$ cat config.mk
export PLATFORM = sky130hd
export DESIGN_NAME = lsu
export DESIGN_NICKNAME = d
export VERILOG_FILES = /design/src/rtl/lsu.sv
export SDC_FILE = /design/constraint.sdc
export NUM_CORES = 1
export LEC_CHECK = 0
export CAP_MARGIN = 5
export CORE_UTILIZATION = 30
export DETAILED_ROUTE_END_ITERATION = 12
export PLACE_DENSITY = 0.54
export SYNTH_ARGS = -nofsm -noshare
export SYNTH_HDL_FRONTEND = slang
export SYNTH_SLANG_ARGS = --single-unit
$ cat constraint.sdc
create_clock -name clk -period 4.9 [get_ports clk]
set_input_delay 0.735 -clock clk [delete_from_list [all_inputs] [get_ports clk]]
set_output_delay 0.735 -clock clk [all_outputs]
set_load 0.005 [all_outputs]
$ cat src/rtl/lsu.sv
// lsu: byte-addressed RISC-V load/store unit in front of a word-only data memory.
// Sub-word stores use read-modify-write; misaligned or illegal requests return an error.
`default_nettype none

module lsu #(
    parameter int ADDR_WIDTH = 15
) (
    input  logic        clk,
    input  logic        rst,
    input  logic        req_valid,
    output logic        req_ready,
    input  logic        req_is_load,
    input  logic        req_is_store,
    input  logic [2:0]  req_funct3,
    input  logic [31:0] req_addr,
    input  logic [31:0] req_wdata,
    output logic        resp_valid,
    output logic        resp_err,
    output logic [31:0] resp_rdata,
    output logic        mem_is_load,
    output logic        mem_is_store,
    output logic [31:0] mem_addr,
    output logic [31:0] mem_store_data,
    input  logic [31:0] mem_load_data
);

    typedef enum logic [1:0] {
        IDLE = 2'd0,
        RD   = 2'd1,
        WR   = 2'd2,
        RESP = 2'd3
    } state_t;

    state_t state, state_nxt;

    logic [ADDR_WIDTH+1:0] addr_q;
    logic [2:0]            funct3_q;
    logic [31:0]           wdata_q;
    logic                  load_q;

    logic                  ld_legal, st_legal, align_ok, req_err;
    logic [7:0]            lane_byte;
    logic [15:0]           lane_half;
    logic [31:0]           load_ext, merged;

    // Address bits above the memory size are deliberately dropped (wrap-around).
    logic unused_addr_hi;
    assign unused_addr_hi = ^req_addr[31:ADDR_WIDTH+2];

    always_comb begin
        ld_legal = (req_funct3 == 3'b000) || (req_funct3 == 3'b001) || (req_funct3 == 3'b010) ||
                   (req_funct3 == 3'b100) || (req_funct3 == 3'b101);
        st_legal = (req_funct3 == 3'b000) || (req_funct3 == 3'b001) || (req_funct3 == 3'b010);
        case (req_funct3[1:0])
            2'b01:   align_ok = ~req_addr[0];
            2'b10:   align_ok = (req_addr[1:0] == 2'b00);
            default: align_ok = 1'b1;
        endcase
        if (req_is_load && !req_is_store)
            req_err = !(ld_legal && align_ok);
        else if (req_is_store && !req_is_load)
            req_err = !(st_legal && align_ok);
        else
            req_err = 1'b1;
    end

    always_ff @(posedge clk or posedge rst) begin
        if (rst) state <= IDLE;
        else     state <= state_nxt;
    end

    always_comb begin
        state_nxt = state;
        case (state)
            IDLE: begin
                if (req_valid) begin
                    if (req_err)                      state_nxt = RESP;
                    else if (req_is_load)             state_nxt = RD;
                    else if (req_funct3[1:0] == 2'b10) state_nxt = WR;
                    else                              state_nxt = RD;
                end
            end
            RD:      state_nxt = load_q ? IDLE : WR;
            WR:      state_nxt = IDLE;
            RESP:    state_nxt = IDLE;
            default: state_nxt = IDLE;
        endcase
    end

    // Little-endian lane extraction and lane merge for the read-modify-write.
    always_comb begin
        lane_byte = mem_load_data[{addr_q[1:0], 3'b000} +: 8];
        lane_half = addr_q[1] ? mem_load_data[31:16] : mem_load_data[15:0];
        case (funct3_q)
            3'b000:  load_ext = {{24{lane_byte[7]}}, lane_byte};
            3'b001:  load_ext = {{16{lane_half[15]}}, lane_half};
            3'b100:  load_ext = {24'h0, lane_byte};
            3'b101:  load_ext = {16'h0, lane_half};
            default: load_ext = mem_load_data;
        endcase
        merged = mem_load_data;
        case (funct3_q[1:0])
            2'b00:   merged[{addr_q[1:0], 3'b000} +: 8] = wdata_q[7:0];
            2'b01:   merged[{addr_q[1], 4'b0000} +: 16] = wdata_q[15:0];
            default: merged = wdata_q;
        endcase
    end

    always_ff @(posedge clk or posedge rst) begin
        if (rst) begin
            addr_q         <= '0;
            funct3_q       <= '0;
            wdata_q        <= '0;
            load_q         <= 1'b0;
            resp_valid     <= 1'b0;
            resp_err       <= 1'b0;
            resp_rdata     <= '0;
            mem_store_data <= '0;
        end else begin
            resp_valid <= 1'b0;
            resp_err   <= 1'b0;
            resp_rdata <= '0;
            case (state)
                IDLE: begin
                    if (req_valid) begin
                        addr_q         <= req_addr[ADDR_WIDTH+1:0];
                        funct3_q       <= req_funct3;
                        wdata_q        <= req_wdata;
                        load_q         <= req_is_load;
                        // Full-word stores go straight to WR with the raw data.
                        mem_store_data <= req_wdata;
                    end
                end
                RD: begin
                    if (load_q) begin
                        resp_valid <= 1'b1;
                        resp_rdata <= load_ext;
                    end else begin
                        mem_store_data <= merged;
                    end
                end
                WR:   resp_valid <= 1'b1;
                RESP: begin
                    resp_valid <= 1'b1;
                    resp_err   <= 1'b1;
                end
                default: ;
            endcase
        end
    end

    assign req_ready    = (state == IDLE);
    assign mem_is_load  = (state == RD);
    assign mem_is_store = (state == WR);
    assign mem_addr     = {{(32-ADDR_WIDTH){1'b0}}, addr_q[ADDR_WIDTH+1:2]};

endmodule

`default_nettype wire
### Yosys cells after proc, flatten, opt, wreduce, memory -nomap -nowiden

Index checks and enable logic that the tools add are counted.

* $add $sub $neg: 2
* equality and inequality tests: 15
* shifts and indexed selects: 5
* multiplexer cells: 22
* bitwise gates (word level): 1
* reductions and logical operators: 21

Operators by type and width (number)
* 2-to-1 mux 32 bit: 4
* one-hot mux 32 bit (2 select lines): 2
* one-hot mux 32 bit (4 select lines): 1
* bitwise mux 32 bit: 2
* variable shift 16 x 7 -> 32 bit, first input constant: 1
* variable shift 8 x 7 -> 32 bit, first input constant: 1
* indexed part select 16 x 7 -> 32 bit: 1
* indexed part select 32 x 6 -> 8 bit: 1
* indexed part select 8 x 7 -> 32 bit: 1
* 2-to-1 mux 16 bit: 1
* negator 5 -> 7 bit: 2
* equality test 3 bit, second input constant: 4
* 2-to-1 mux 2 bit: 5
* equality test 2 x 1 -> 1 bit, second input constant: 3
* equality test 2 bit, second input constant: 3
* equality test 3 x 1 -> 1 bit, second input constant: 2
* zero test 2 bit: 3
* zero test 3 bit: 2
* one-hot mux 2 bit (3 select lines): 1
* logical AND 1 bit: 4
* zero test 1 bit: 4
* logical OR 1 bit: 4
* 2-to-1 mux 1 bit: 4
* inequality test 2 bit, second input constant: 2
* other kinds (7): 8

* flip-flop bits (word level): 121
* bits of input ports: 104
* output and inout bits: 101
* word-level logic and storage cells: 75

### Logic depth before layout (Yosys ltp)

* depth after elaboration: 11
* gate-level depth with buffers: 9
* depth with buffers taken out: 6

### Least setup slack after synthesis

OpenSTA, ideal clock, no wires.

* path kind: register -> register
* start: register addr_q[1]
* end: register mem_store_data[16]
* library setup time: 0.126 ns
* arrival: 1.921 ns
* data required time: 4.774 ns
* setup slack: 2.854 ns
* stages on the path, launching flop included: 9
* period minus slack after synthesis: 2.046 ns
* cells stage by stage: dfrtp_1 -> buf_2 -> inv_1 -> ha_1 -> nor2b_1 -> buf_1 -> a41o_1 -> a221oi_1 -> o21ai_1

* cells in the longest elaborated chain, start to end: 6
* elaborated cells between the ends (all ways): 11

Ends and longest elaborated chain
* start, declared: RTL line 36 `logic [ADDR_WIDTH+1:0] addr_q;`
* start signal, assigned: RTL line 126 `addr_q <= req_addr[ADDR_WIDTH+1:0];`
* negator 5 -> 7 bit (on tied branches): RTL line 104, 103
* indexed part select 16 x 7 -> 32 bit, or another cell as far along: RTL line 104 `2'b01: merged[{addr_q[1], 4'b0000} +: 16] = wdata_q[15:0];`
* bitwise mux 32 bit (on tied branches): RTL line 104, 103
* one-hot mux 32 bit (2 select lines) (*): RTL line 102 `case (funct3_q[1:0])`
* 2-to-1 mux 32 bit (*): RTL line 135 `if (load_q) begin`
* one-hot mux 32 bit (2 select lines) (*): RTL line 123 `case (state)`
* end signal, assigned: RTL line 131 `mem_store_data <= req_wdata;`
* end signal, assigned: RTL line 139 `mem_store_data <= merged;`
* end, declared: RTL line 23 `output logic [31:0] mem_store_data,`

Mark *: on every way between the ends. The rest lies on a longest branch, timed or not. The select of a mux whose other input is x is not followed.
A chain may end at the register's enable or synchronous reset.

### Worst setup path in the final report

* start: register state[0]
* end: output port mem_is_load

* cells in the longest elaborated chain, start to end: 1

Ends and longest elaborated chain
* start, declared: RTL line 34 `state_t state, state_nxt;`
* start signal, assigned: RTL line 69 `else state <= state_nxt;`
* equality test 2 x 1 -> 1 bit: RTL line 153 `assign mem_is_load = (state == RD);`
* end, declared: RTL line 20 `output logic mem_is_load,`

No other way between the ends.

==> summary.txt <==
Status
  • Result of the run: finished, final reports clean

Timing
  • Worst-case headroom to the max-slew limit: 33.3%
  • Final setup fails: 0
  • Slew of the pin with the lowest slew margin: 0.998 ns
  • Min Tclk post-route: 2.95 ns
  • Worst clock skew: 0.0100 ns
  • Setup tns final: 0 ns
  • Final hold violation count: 0
  • Final Cycle Share: 60.3%
  • Count of final max-slew check failures: 0
  • Setup repair after global routing missed its margin: false
  • Highest Clock Rate: 0.339 GHz

Placed design
  • Post-detailed-placement cell area: 7930 µm²
  • Detailed placer's ending HPWL: 14100 µm
  • Number of buffers inserted by port buffering: 172
  • Weighted congestion at the end of routability-driven global placement: 0.825

Pwr
  • Power density cells: 598 nW/µm²
  • Leakage power total: 3.96 nW
  • Worst VDD drop: 0.283 mV

Hold path
  • Tightest Hold Check Type: reg -> reg

Finish
  • Final Net Count: 933
  • Number of antenna repair diodes: 0
  • Area Growth Syn to Fin: 37.7%
  • Share of the core filled with cells: 42.1%
  • Final standard cell area without fillers: 8510 µm²
  • Ratio of cells with drive above 1 in the final layout: 7.09%

Yosys
  • Count of flip-flops with a built-in enable after synthesis: 0
  • Top area cells in the synthesized netlist: sky130_fd_sc_hd__dfrtp_1 (49%), sky130_fd_sc_hd__nand2_1 (12%), sky130_fd_sc_hd__a21o_1 (4.1%)
  • Post-Syn Area: 6180 µm²
  • Yosys top cell area share: 49.0%
  • Primary flip-flop cell chosen by synthesis mapping: sky130_fd_sc_hd__dfrtp_1
  • Flip-flop and latch count after synthesis: 121
  • Syn avg cell area: 9.01 µm²
  • Synth async-reset ratio: 100%
  • Largest area contributor in the synthesized netlist: sky130_fd_sc_hd__dfrtp_1
  • Most frequent cell after synthesis: sky130_fd_sc_hd__nand2_1
  • Share of the yosys chip area belonging to registers: 49.0%
  • Number of distinct library cells after synthesis: 46
  • Count of synthesis-stage warnings from yosys: 0
  • Most used standard cells in the synthesized netlist: sky130_fd_sc_hd__nand2_1 (199), sky130_fd_sc_hd__dfrtp_1 (121), sky130_fd_sc_hd__a21oi_1 (36)
  • Synthesized instance count: 686

Critical path
  • CP top delay family: flip-flops
  • Arrival time of the worst setup path: 2.22 ns
  • Cell chain of the critical path: nand2b_4 > inv_6 > clkdlybuf4s50_1
  • Type of the worst setup path: reg -> out
  • Worst path buffer plus inverter count: 2
  • Largest fanout on the critical path: 19
  • Slowest cell on the critical path: sky130_fd_sc_hd__dfrtp_1
  • Delay of the slowest cell on the worst path: 0.79 ns
  • Critical path launch point type: register
  • Sort of element at the end of the critical path: output pin
  • Endpoint required time on the critical path: 4.16 ns

CTS
  • Clock tree root buffer cell: sky130_fd_sc_hd__clkbuf_16
  • Post-CTS Repair Setup Buffers: 0
  • Clock latency reported for the late side of the worst-skew pair: 0.42 ns
  • CTS H-tree depth: 4
  • Quantity of hold-fixing buffers added after cts: 0
  • Clock slew at reported path FFs: 0.05 ns
  • Num Clock Sinks: 121
  • Number of clock buffers inserted by TritonCTS: 17
  • TritonCTS clock tree: done
  • Bufs on Longest Clock Path: 2
  • Resize count post-CTS: 0

Global routing
  • Largest net degree at the start of global routing: 74
  • GRT Max-Usage Layer: met2
  • Vias in the first global route: 5233
  • Overflow left after global routing: 0
  • Met2 Track Usage GR: 29.1%
  • M1 GR Usage: 27.7%
  • Global-route wire length before repair: 30900 µm
  • Met3 usage: 4.61%
  • Initial antenna violation count: 0
  • GRT Overall Usage: 19.2%

Die
  • Starting density of the core: 30.6%
  • Boundary Pins: 205
  • Width of the die: 146 µm
  • Floorplan die height: 146 µm
  • Total number of placement rows: 52
  • Area inside the core boundary: 20200 µm²
  • Die Outline Area: 21200 µm²

Route
  • Number of DRC violations after detailed routing: 0
  • Wirelength per Cell: 18.1 µm
  • Number of violations reported at the end of detailed-routing iteration 0: 441
  • Final WL: 20000 µm
  • Drt pass-1 iters: 5
  • ANT nets after route: 0
  • Via count: 5420
  • Mean number of vias per cell: 4.92

Flow run
  • Max-cap violation count: 0
-- layout by cell type, fill, tap and decap left out, drive strengths merged, types with 7 or more instances in the layout --
cell type / synthesis / routed
conb: 1 / 17
nor2b: 12 / 12
nand3: 18 / 18
nand4: 8 / 8
a21oi: 37 / 37
o21ai: 38 / 38
a41oi: 9 / 9
nand2b: 7 / 7
inv: 18 / 18
a2bb2oi: 8 / 8
a31oi: 17 / 17
o22ai: 7 / 7
a21o: 34 / 34
clkbuf: 21 / 17
nor3: 8 / 8
nor2: 16 / 16
ha: 8 / 8
nand2: 200 / 200
dfrtp: 121 / 121
a221oi: 24 / 24
clkdlybuf4s50: 0 / 172
-- final timing paths --
path                            startpoint                  to  slack (ns)  cells after the start
worst max-delay path              state[0]         mem_is_load        1.95                      3
min in group asynchronous              rst           addr_q[7]        0.81                      2
worst min-delay path             addr_q[7]           addr_q[7]        0.47                      2
worst min register to register   addr_q[7]           addr_q[7]        0.47                      2
max in group asynchronous              rst         wdata_q[21]        3.26                      3
worst max register to register   addr_q[1]  mem_store_data[27]        1.98                      6
-- metal layers --
| metal | share of wire, % | vias to the layer above |
|---|---|---|
| li1 | - | 2581 |
| met1 | 48 | 2626 |
| met2 | 45 | 195 |
| met3 | 6.0 | 18 |
| met4 | 1.0 | 0 |
| met5 | 0 | - |
-- sequential cells by signal, summed over array words and instances, names as in the netlist --
| name | flops |
|---|---|
| addr_q | 17 |
| funct3_q | 3 |
| load_q | 1 |
| mem_store_data | 32 |
| resp_err | 1 |
| resp_rdata | 32 |
| resp_valid | 1 |
| state | 2 |
| wdata_q | 32 |
-- tightest hold or removal path: stages, from the launching register on --
cell and delay (ns):
sky130_fd_sc_hd__dfrtp_1 0.34, sky130_fd_sc_hd__nand2_1 0.05, sky130_fd_sc_hd__nand2_1 0.05
-- final cells by class --
| cell class | instances | area (µm²) |
|---|---|---|
| clock buffer | 17 | 425 |
| clock inverter | 13 | 156 |
| fill | 2022 | 11700 |
| inverter | 18 | 75.1 |
| multi-input combinational | 485 | 2700 |
| sequential | 121 | 3030 |
| tap | 270 | 338 |
| timing repair buffer | 178 | 1790 |
-- through the flow --
stage / hold WS, ns / total power, mW / setup slack (ns) / cells
final: 0.473 / 5.09 / 1.95 / 1102
after global routing: 0.486 / 5.42 / 1.79 / 1102
after floorplan: 0.446 / 2.96 / 0.951 / 702
after global placement: 0.458 / 3.83 / 1.98 / 1072
after detailed placement: 0.463 / 3.84 / 2.01 / 1072
after CTS: 0.477 / 5.13 / 1.91 / 1102
-- kinds of logic after synthesis --
group | share of synthesized area (%)
other | 0.0606
buffers and inverters | 8.46
and+or+nand+nor | 20.2
adders and majority gates | 1.62
AOI/OAI and AO/OA | 20.2
DFF | 49.0
muxes | 0.526
-- power by group --
group / leakage (nW) / total (mW) / internal, mW / switching [mW]
sequential: 1.53 / 1.76 / 1.39 / 0.369
combinational: 2.15 / 2.07 / 0.983 / 1.09
clock: 0.272 / 1.25 / 0.788 / 0.466
total: 3.96 / 5.09 / 3.16 / 1.93
Power figures use the tool's default switching activity.
